--- src/rtl/gate_share_arbiter.sv ---
// Round-robin arbiter that time-shares one delayed 3-input gate among three requesters.
// It registers the winner's operands, waits SETTLE_CYCLES, captures the gate output and pulses done.
module gate_share_arbiter #(
    parameter int SETTLE_CYCLES = 2,
    parameter int CNT_W         = 4
) (
    input  logic       clk,
    input  logic       rst_n,
    input  logic [2:0] req,
    input  logic [2:0] op0,
    input  logic [2:0] op1,
    input  logic [2:0] op2,
    output logic [2:0] gnt,
    output logic [2:0] gate_in,
    input  logic       gate_out,
    output logic       result,
    output logic [2:0] done,
    output logic       busy
);

    typedef enum logic [1:0] {IDLE, SETTLE, DONE} state_t;

    state_t           state_reg, state_next;
    logic [CNT_W-1:0] cnt_reg, cnt_next;
    logic [1:0]       rr_ptr_reg, rr_ptr_next;
    logic [2:0]       gnt_reg, gnt_next;
    logic [2:0]       gate_in_reg, gate_in_next;
    logic [2:0]       done_reg, done_next;
    logic             result_reg, result_next;

    logic [2:0]       op_sel [3];
    logic [1:0]       cand1, cand2, cand3, win;
    logic [2:0]       win_onehot;
    logic             grant_go, capture;

    if (SETTLE_CYCLES < 1 || SETTLE_CYCLES > (1 << CNT_W) - 1) begin : g_bad_settle
        $error("gate_share_arbiter: SETTLE_CYCLES=%0d out of range for CNT_W=%0d",
               SETTLE_CYCLES, CNT_W);
    end

    assign op_sel[0] = op0;
    assign op_sel[1] = op1;
    assign op_sel[2] = op2;

    // Search order starts just after the last winner and wraps modulo 3.
    assign cand1 = (rr_ptr_reg == 2'd2) ? 2'd0 : rr_ptr_reg + 2'd1;
    assign cand2 = (cand1 == 2'd2) ? 2'd0 : cand1 + 2'd1;
    assign cand3 = rr_ptr_reg;
    assign win   = req[cand1] ? cand1 : (req[cand2] ? cand2 : cand3);

    generate
        for (genvar gi = 0; gi < 3; gi++) begin : g_onehot
            assign win_onehot[gi] = (win == 2'(gi));
        end
    endgenerate

    assign grant_go = (state_reg == IDLE) && (req != 3'b000);
    assign capture  = (state_reg == SETTLE) && (cnt_reg == CNT_W'(1));

    always_ff @(posedge clk) begin
        if (!rst_n) begin
            state_reg   <= IDLE;
            cnt_reg     <= '0;
            rr_ptr_reg  <= 2'd2;
            gnt_reg     <= 3'b000;
            gate_in_reg <= 3'b000;
            done_reg    <= 3'b000;
            result_reg  <= 1'b0;
        end else begin
            state_reg   <= state_next;
            cnt_reg     <= cnt_next;
            rr_ptr_reg  <= rr_ptr_next;
            gnt_reg     <= gnt_next;
            gate_in_reg <= gate_in_next;
            done_reg    <= done_next;
            result_reg  <= result_next;
        end
    end

    always_comb begin
        state_next  = state_reg;
        cnt_next    = cnt_reg;
        rr_ptr_next = rr_ptr_reg;
        case (state_reg)
            IDLE: begin
                if (grant_go) begin
                    state_next  = SETTLE;
                    cnt_next    = CNT_W'(SETTLE_CYCLES);
                    rr_ptr_next = win;
                end
            end
            SETTLE: begin
                cnt_next = cnt_reg - CNT_W'(1);
                if (capture) begin
                    state_next = DONE;
                end
            end
            DONE:    state_next = IDLE;
            default: state_next = IDLE;
        endcase
    end

    // Next values for the registered outputs; done is a pulse so it defaults low.
    always_comb begin
        gnt_next     = gnt_reg;
        gate_in_next = gate_in_reg;
        done_next    = 3'b000;
        result_next  = result_reg;
        case (state_reg)
            IDLE: begin
                if (grant_go) begin
                    gnt_next     = win_onehot;
                    gate_in_next = op_sel[win];
                end else begin
                    gnt_next     = 3'b000;
                    gate_in_next = 3'b000;
                end
            end
            SETTLE: begin
                if (capture) begin
                    result_next  = gate_out;
                    done_next    = gnt_reg;
                    gnt_next     = 3'b000;
                    gate_in_next = 3'b000;
                end
            end
            default: begin
                gnt_next     = 3'b000;
                gate_in_next = 3'b000;
            end
        endcase
    end

    assign gnt     = gnt_reg;
    assign gate_in = gate_in_reg;
    assign done    = done_reg;
    assign result  = result_reg;
    assign busy    = (state_reg != IDLE);

endmodule

--- config.mk ---
export PLATFORM = sky130hd
export DESIGN_NAME = gate_share_arbiter
export DESIGN_NICKNAME = d
export VERILOG_FILES = /design/src/rtl/gate_share_arbiter.sv
export SDC_FILE = /design/constraint.sdc
export NUM_CORES = 1
export LEC_CHECK = 0
export ABC_AREA = 0
export BUFFER_PORTS_ARGS = -buffer_cell sky130_fd_sc_hd__clkbuf_2
export CAP_MARGIN = 20
export CORE_MARGIN = 4
export CORE_UTILIZATION = 30
export CTS_CLUSTER_SIZE = 28
export DETAILED_ROUTE_END_ITERATION = 16
export GPL_TIMING_DRIVEN = 0
export PLACE_DENSITY_LB_ADDON = 0.15
export REMOVE_ABC_BUFFERS = 1
export SLEW_MARGIN = 25
export SYNTH_ARGS = -nofsm -noshare
export SYNTH_HDL_FRONTEND = slang
export SYNTH_SLANG_ARGS = --single-unit
export TNS_END_PERCENT = 5
--- constraint.sdc ---
create_clock -name clk -period 2.38 [get_ports clk]
set_clock_uncertainty 0.2 [all_clocks]
set_input_delay 0.476 -clock clk [delete_from_list [all_inputs] [get_ports clk]]
set_output_delay 0.476 -clock clk [all_outputs]
set_load 0.01 [all_outputs]
==> summary.txt, run 1 <==
Synthesis
  – Count of cell types in the netlist: 29
  – Synth Instances: 95
  – Syn_area_per_cell: 8.84 um2
  – Synthesis-stage register bit count: 18
  – Register area share after synthesis: 42.9%
  – Netlist Area Pre-Place: 840 um2
  – Syn. warnings: 0

Worst hold path
  – Path category of the worst min-delay check: in -> reg
  – Number of cells on the worst hold path: 3
  – Hold Path Sink: result
  – Worst hold start: gate_out

Final layout
  – Number of antenna diodes: 0
  – Layout-stage area growth over the synthesis result: 21.5%
  – Most frequent cells in the layout: sky130_fd_sc_hd__clkbuf_2, sky130_fd_sc_hd__dfxtp_1, sky130_fd_sc_hd__nor2_1, sky130_fd_sc_hd__nand3_1
  – Filler instances: 302
  – Flip-flop count of the largest register after layout: 4
  – Post-layout net count: 139
  – Most common cell after layout, fill and taps aside: sky130_fd_sc_hd__clkbuf_2
  – Share of layout cells above drive strength 1: 26.4%

Floorplanning
  – Die boundary width: 60.9 um
  – Top Ports: 26
  – Placeable core region: 2570 um2
  – Starting utilization of the core area: 32.7%
  – Area of the die: 3710 um2
  – Height of the die: 60.9 um
  – Num rows: 18

Clocking
  – Cell at the root of the clock tree: sky130_fd_sc_hd__clkbuf_4
  – Sinks on the clock net: 18
  – Clock Pin Slew Worst Setup and Hold Paths: 0.11 ns
  – Number of buffers on the longest clock path: 2
  – Max H-tree Level: 1
  – Hold Buf Count CTS: 0
  – Setup repair bufs after CTS: 0
  – Skew-Pair Late Insertion Delay: 0.29 ns
  – Clock tree from TritonCTS: done
  – PostCTS Resize Cnt: 0
  – Inserted Clock Buffers: 3

Setup path
  – Critical-path maximum fanout: 7
  – Flop2flop setup slack: 0.42 ns
  – Worst Setup End Kind: register
  – Reg-to-reg startpoint: cnt_reg[0]
  – Type of the worst setup path: reg -> reg
  – Worst setup SP type: register
  – Worst endpoint required time: 2.37 ns
  – Worst reg-to-reg path cell count: 5
  – Endpoint arrival time on the critical path: 1.96 ns
  – Crit Reg-Reg Endpoint: gate_in[1]

STA
  – Final worst slack: 0.415 ns
  – Number of max-slew violations in the final report: 0
  – Relative slew margins: 61.5%
  – RSZ-0062 raised after global routing: no
  – Count of final hold-check violations: 0
  – Maximum clock frequency: 509 MHz
  – Tmin final: 1.96 ns
  – Worst Max-Slew Pin Slew: 0.576 ns
  – Setup TNS after final layout: 0 ns
  – Count of final setup violators: 0
  – Portion of the clock cycle consumed by the worst path in the final layout: 82.5%

Global routing
  – Antenna violations before repair: 0
  – GRT Util Overall: 12.1%
  – Number of global-route vias before repair: 770
  – Largest net degree at the start of global routing: 16
  – Wire length of the first global-routing pass: 3.39 mm
  – Remaining Overflow, GRT: 0

Detailed routing
  – Iteration-0 DRC Markers: 7
  – Drt pass-1 iters: 4
  – Total DRC errors in the routed layout: 0
  – Final antenna-violating net count: 0
  – Vias per Instance: 5.11
  – Detailed-route wire length per cell: 12.8 um
  – Aggregate routed wire length: 1.93 mm
  – Vias: 772

Power and ir drop
  – VDD IR-drop max: 270 uV
  – Lkg Pwr: 0.439 nW
  – Power per cell area: 683 nW/um2

Placed design
  – Worst slack, placed: 0.405 ns
  – HPWL after DPL: 1.53 mm
  – Number of input and output port buffers inserted: 25
  – Global placer's final weighted congestion: 0.714

Outcome
  – Run status: finished clean

Run
  – Max-capacitance violation count: 0
-- routing by layer --
metal | track usage, % | part of all wire (%) | vias up
li1 | - | - | 388
met1 | 14.4 | 44 | 366
met2 | 21.4 | 50 | 16
met3 | 3.62 | 5.3 | 2
met5 | 0 | 0 | -
met4 | 2.79 | 0.52 | 0
-- stage by stage --
| stage | utilization [%] | area (um2) | hold WS [ns] | cells | total power [mW] |
|---|---|---|---|---|---|
| 2_1_floorplan | - | 821 | 0.277 | 92 | 0.461 |
| 3_3_place_gp | 38.3 | 983 | 0.257 | 147 | 0.513 |
| 3_5_place_dp | 38.3 | 983 | 0.267 | 147 | 0.519 |
| 4_1_cts | 39.7 | 1020 | 0.207 | 151 | 0.710 |
| 5_1_grt | 39.7 | 1020 | 0.205 | 151 | 0.750 |
| 6_report | 39.7 | 1020 | 0.216 | 151 | 0.697 |
-- critical path: stages, from the launching register on --
cell and delay, ns:
sky130_fd_sc_hd__dfxtp_1 0.41, sky130_fd_sc_hd__ha_1 0.17, sky130_fd_sc_hd__nor3b_1 0.41, sky130_fd_sc_hd__nor2_1 0.25, sky130_fd_sc_hd__a22o_1 0.28, sky130_fd_sc_hd__o21a_1 0.16
-- cell usage after synthesis --
cell | count | area, um2
sky130_fd_sc_hd__and3_1 | 1 | 6.26
sky130_fd_sc_hd__nor2_1 | 11 | 41.3
sky130_fd_sc_hd__nor2b_1 | 6 | 37.5
sky130_fd_sc_hd__dfxtp_1 | 18 | 360
sky130_fd_sc_hd__a32oi_1 | 1 | 8.76
sky130_fd_sc_hd__or2_4 | 1 | 8.76
sky130_fd_sc_hd__nand2b_1 | 2 | 12.5
sky130_fd_sc_hd__a22o_1 | 4 | 35.0
sky130_fd_sc_hd__nand3b_1 | 1 | 7.51
sky130_fd_sc_hd__o21a_1 | 4 | 30.0
sky130_fd_sc_hd__ha_1 | 2 | 25.0
sky130_fd_sc_hd__buf_6 | 1 | 11.3
sky130_fd_sc_hd__o32ai_1 | 1 | 8.76
sky130_fd_sc_hd__nor3_1 | 2 | 10.0
sky130_fd_sc_hd__inv_1 | 2 | 7.51
sky130_fd_sc_hd__nor3b_1 | 2 | 15.0
sky130_fd_sc_hd__a21boi_0 | 3 | 22.5
sky130_fd_sc_hd__and2_1 | 3 | 18.8
sky130_fd_sc_hd__or2_1 | 1 | 6.26
sky130_fd_sc_hd__a21oi_1 | 6 | 30.0
sky130_fd_sc_hd__nor3_4 | 1 | 16.3
sky130_fd_sc_hd__and2b_1 | 1 | 7.51
sky130_fd_sc_hd__o311a_1 | 1 | 10.0
sky130_fd_sc_hd__nand3_1 | 7 | 35.0
sky130_fd_sc_hd__clkbuf_1 | 2 | 7.51
sky130_fd_sc_hd__nand2_1 | 5 | 18.8
sky130_fd_sc_hd__o21ai_0 | 3 | 15.0
sky130_fd_sc_hd__a22oi_1 | 2 | 15.0
sky130_fd_sc_hd__o32a_2 | 1 | 11.3
-- kinds of logic after synthesis --
| group | Yosys count | synth area share, % |
|---|---|---|
| flops | 18 | 42.9 |
| fa+ha+maj | 2 | 2.98 |
| simple gates | 44 | 28.8 |
| buf+inv | 5 | 3.13 |
| compound gates | 26 | 22.2 |
-- worst max path at each step --
stage               startpoint    endpoint  slack (ns)  depth (start not counted)
floorplan           cnt_reg[0]  gate_in[0]        0.69                          5
global placement    cnt_reg[0]  gate_in[1]        0.43                          5
detailed placement  cnt_reg[0]  gate_in[2]        0.41                          5
CTS                 cnt_reg[0]  gate_in[1]        0.39                          5
global route        cnt_reg[0]  gate_in[1]        0.28                          5
finish              cnt_reg[0]  gate_in[1]        0.42                          5
-- report_power, final --
| part | switching, mW | total, mW | internal, mW |
|---|---|---|---|
| registers | 0.0197 | 0.346 | 0.327 |
| logic | 0.0911 | 0.162 | 0.0707 |
| clock network | 0.0954 | 0.189 | 0.0931 |
| total | 0.206 | 0.697 | 0.490 |
-- final cells by class --
class                           instances  area [um2]  share of cell area (%)
Timing Repair Buffer                   25         125                    12.3
Multi-Input combinational cell         72         453                    44.4
Sequential cell                        18         360                    35.3
Clock buffer                            4        36.3                    3.56
Tap cell                               30        37.5                    3.68
Inverter                                2        7.51                   0.736
Power figures use the tool's default switching activity.
==> run 2, diff against run 1 <==
Settings changed: ABC_AREA 0 to 1.
Clock period 2.38 ns to 1.9 ns, I/O delays scaled along.
==> summary.txt, run 2 <==
Setup path
  – Type of the worst setup path: reg -> reg (unchanged)
  – Worst Setup End Kind: register (unchanged)
  – Endpoint arrival time on the critical path: 1.54 ns (was 1.96 ns)
  – Slowest cell on the critical path: sky130_fd_sc_hd__dfxtp_1 (unchanged)
  – Crit path cell chain: nor2_2, nand2_1, nand2_4, nand2_1, nand3_1, nor2_1, nor2_1, nor2_1 (was ha_1, nor3b_1, nor2_1, a22o_1, o21a_1)
  – Worst setup SP type: register (unchanged)
  – Worst reg-to-reg path cell count: 8 (was 5)
  – Flop2flop setup slack: 0.33 ns (was 0.42 ns)
  – Worst endpoint required time: 1.87 ns (was 2.37 ns)
  – Cell repeated most along the worst path: sky130_fd_sc_hd__nor2_1
  – Critical Path Max Stage Delay: 0.37 ns (was 0.41 ns)
  – Critical-path maximum fanout: 7 (unchanged)

Power and ir drop
  – Relative contribution of the clock network to total power: 24.7% (was 27.1%)
  – Power per cell area: 830 nW/um2 (was 683 nW/um2)
  – Design internal power: 0.640 mW (was 0.490 mW)
  – Proportion of total power due to net switching: 34.0% (was 29.6%)
  – Sequential share of power: 45.8% (was 49.7%)
  – Combinational share of power: 29.5% (was 23.2%)
  – P_sw: 0.330 mW (was 0.206 mW)
  – VDD IR-drop max: 401 uV (was 270 uV)
  – Total Power: 0.970 mW (was 0.697 mW)
  – Lkg Pwr: 0.610 nW (was 0.439 nW)

Worst hold path
  – Number of cells on the worst hold path: 3 (unchanged)
  – Path category of the worst min-delay check: in -> reg (unchanged)

Floorplanning
  – Num rows: 20 (was 18)
  – Starting utilization of the core area: 31.4% (was 32.7%)
  – Area of the die: 4200 um2 (was 3710 um2)
  – Height of the die: 64.8 um (was 60.9 um)
  – Top Ports: 26 (unchanged)
  – Die boundary width: 64.8 um (was 60.9 um)
  – Placeable core region: 3080 um2 (was 2570 um2)

Detailed routing
  – Iteration-0 DRC Markers: 26 (was 7)
  – Vias per Instance: 4.26 (was 5.11)
  – Total DRC errors in the routed layout: 0 (unchanged)
  – Final antenna-violating net count: 0 (unchanged)
  – Drt pass-1 iters: 4 (unchanged)
  – Aggregate routed wire length: 1.95 mm (was 1.93 mm)
  – Vias: 898 (was 772)
  – Detailed-route wire length per cell: 9.26 um (was 12.8 um)

STA
  – Number of max-slew violations in the final report: 0 (unchanged)
  – Fin Hold WS: 0.110 ns (was 0.216 ns)
  – Relative slew margins: 72.6% (was 61.5%)
  – Count of final setup violators: 0 (unchanged)
  – Final worst slack: 0.333 ns (was 0.415 ns)
  – RSZ-0062 raised after global routing: no (unchanged)
  – Maximum clock frequency: 638 MHz (was 509 MHz)
  – Tmin final: 1.57 ns (was 1.96 ns)
  – Worst Max-Slew Pin Slew: 0.411 ns (was 0.576 ns)
  – Portion of the clock cycle consumed by the worst path in the final layout: 82.5% (about the same)
  – Setup TNS after final layout: 0 ns (unchanged)
  – Count of final hold-check violations: 0 (unchanged)

Clocking
  – Skew-Pair Late Insertion Delay: 0.30 ns (was 0.29 ns)
  – Cell at the root of the clock tree: sky130_fd_sc_hd__clkbuf_4 (unchanged)
  – PostCTS Resize Cnt: 0 (unchanged)
  – Number of buffers on the longest clock path: 2 (unchanged)
  – Sinks on the clock net: 18 (unchanged)
  – Hold Buf Count CTS: 0 (unchanged)
  – Setup repair bufs after CTS: 0 (unchanged)
  – Clock Pin Slew Worst Setup and Hold Paths: 0.11 ns (about the same)
  – Inserted Clock Buffers: 3 (unchanged)
  – Clock tree from TritonCTS: done (unchanged)
  – Max H-tree Level: 1 (unchanged)

Synthesis
  – Dominant cell by count in the synthesized netlist: sky130_fd_sc_hd__inv_1 (was sky130_fd_sc_hd__dfxtp_1)
  – Netlist Area Pre-Place: 967 um2 (was 840 um2)
  – EDFF count, synth: 0 (unchanged)
  – Share of flip-flops with an asynchronous set or reset: 0% (unchanged)
  – Largest family of logic cells by synthesized area: simple AND/OR/NAND/NOR gates (unchanged)
  – Most frequently used flop master after synthesis: sky130_fd_sc_hd__dfxtp_1 (unchanged)
  – Synthesis-stage register bit count: 18 (unchanged)
  – Syn. warnings: 0 (unchanged)
  – Largest cells by area after synthesis: sky130_fd_sc_hd__dfxtp_1, sky130_fd_sc_hd__inv_1, sky130_fd_sc_hd__nand2_1, sky130_fd_sc_hd__nor2_1, sky130_fd_sc_hd__nand3_1 (was sky130_fd_sc_hd__dfxtp_1, sky130_fd_sc_hd__nor2_1, sky130_fd_sc_hd__nor2b_1, sky130_fd_sc_hd__a22o_1, sky130_fd_sc_hd__nand3_1)
  – Syn_area_per_cell: 6.91 um2 (was 8.84 um2)
  – Fraction of the mapped netlist area in adder cells: 2.59% (was 2.98%)
  – Complex-gate fraction of the synthesized area: 11.1% (was 22.2%)
  – Synthesized-area fraction occupied by xor and xnor cells: 0% (unchanged)
  – Multiplexer share of the synthesized area: 0% (unchanged)
  – Simple-gate portion of the synthesized area: 35.8% (was 28.8%)
  – Register area share after synthesis: 37.3% (was 42.9%)
  – Dominant cell type by area after synthesis: sky130_fd_sc_hd__dfxtp_1 (unchanged)
  – Share of the synthesized area in the top cell type: 37.3% (was 42.9%)
  – Synth Instances: 140 (was 95)
  – Top post-synthesis cells by count: sky130_fd_sc_hd__inv_1, sky130_fd_sc_hd__nand2_1, sky130_fd_sc_hd__nor2_1, sky130_fd_sc_hd__dfxtp_1, sky130_fd_sc_hd__nand3_1 (was sky130_fd_sc_hd__dfxtp_1, sky130_fd_sc_hd__nor2_1, sky130_fd_sc_hd__nand3_1, sky130_fd_sc_hd__a21oi_1, sky130_fd_sc_hd__nor2b_1)
  – Count of cell types in the netlist: 21 (was 29)

Final layout
  – Share of layout cells above drive strength 1: 26.3% (was 26.4%)
  – Most frequent cells in the layout: sky130_fd_sc_hd__inv_1, sky130_fd_sc_hd__nand2_1, sky130_fd_sc_hd__clkbuf_2, sky130_fd_sc_hd__nor2_1, sky130_fd_sc_hd__dfxtp_1 (was sky130_fd_sc_hd__clkbuf_2, sky130_fd_sc_hd__dfxtp_1, sky130_fd_sc_hd__nor2_1, sky130_fd_sc_hd__nand3_1)
  – Flip-flop count of the largest register after layout: 4 (unchanged)
  – Post-layout net count: 185 (was 139)
  – Filler instances: 340 (was 302)
  – Design area: 1170 um2 (was 1020 um2)
  – Number of antenna diodes: 0 (unchanged)
  – Most common cell after layout, fill and taps aside: sky130_fd_sc_hd__inv_1 (was sky130_fd_sc_hd__clkbuf_2)
  – Post-Layout Cell Count: 211 (was 151)
  – Final Core Density: 38.0% (was 39.7%)
  – Layout-stage area growth over the synthesis result: 20.8% (was 21.5%)

Placed design
  – Worst slack, placed: 0.188 ns (was 0.405 ns)
  – Placed instance area: 1130 um2 (was 983 um2)
  – Placed Instances: 207 (was 147)
  – Number of input and output port buffers inserted: 25 (unchanged)
  – Global placer's final weighted congestion: 0.706 (was 0.714)
  – HPWL after DPL: 1.61 mm (was 1.53 mm)

Global routing
  – Number of global-route vias before repair: 794 (was 770)
  – Largest net degree at the start of global routing: 13 (was 16)
  – Wire length of the first global-routing pass: 3.38 mm (was 3.39 mm)
  – GRT Util Overall: 10.2% (was 12.1%)
  – Antenna violations before repair: 0 (unchanged)
  – Remaining Overflow, GRT: 0 (unchanged)

Run
  – Max-capacitance violation count: 0 (unchanged)

Outcome
  – Run status: finished clean (unchanged)
run 2: cells by family after synthesis:
group	Yosys count
AOI/OAI and AO/OA	17
and+or+nand+nor	71
buffers and inverters	32
DFF	18
adders and majority gates	2
run 2: path summary, 6_finish.rpt:
| kind | from | to |
|---|---|---|
| min reg2reg | gnt[2] | done[2] |
| min | gate_out | result |
| max reg2reg | cand3[1] | gate_in[0] |
| max | cand3[1] | gate_in[0] |
run 2: worst max-delay path: cells and delay by family, from the launching register on:
family           cells  cell delay [ns]
DFF                  1             0.37
and+or+nand+nor      8             0.89
run 2: area by class of cell:
type | count | area [um2] | area share (%)
multi-input cells | 90 | 479 | 41.0
flip-flops and latches | 18 | 360 | 30.8
repair buffers | 25 | 125 | 10.7
inverters | 30 | 113 | 9.64
well taps | 44 | 55.1 | 4.71
clock buffers | 4 | 36.3 | 3.10
run 2: power groups by stage:
stage,Sequential [mW],Combinational (mW),Clock (mW)
2_1_floorplan,0.458,0.204,0
3_3_place_gp,0.454,0.286,0
3_5_place_dp,0.454,0.290,0
4_1_cts,0.445,0.292,0.252
5_1_grt,0.451,0.331,0.267
6_report,0.444,0.286,0.240
run 2: layer usage:
| metal | vias up | global-route usage (%) | part of all wire (%) |
|---|---|---|---|
| li1 | 480 | - | - |
| met1 | 398 | 12.2 | 49 |
| met2 | 18 | 17.2 | 45 |
| met3 | 2 | 3.99 | 5.5 |
| met4 | 0 | 2.37 | 0.67 |
| met5 | - | 0 | 0 |
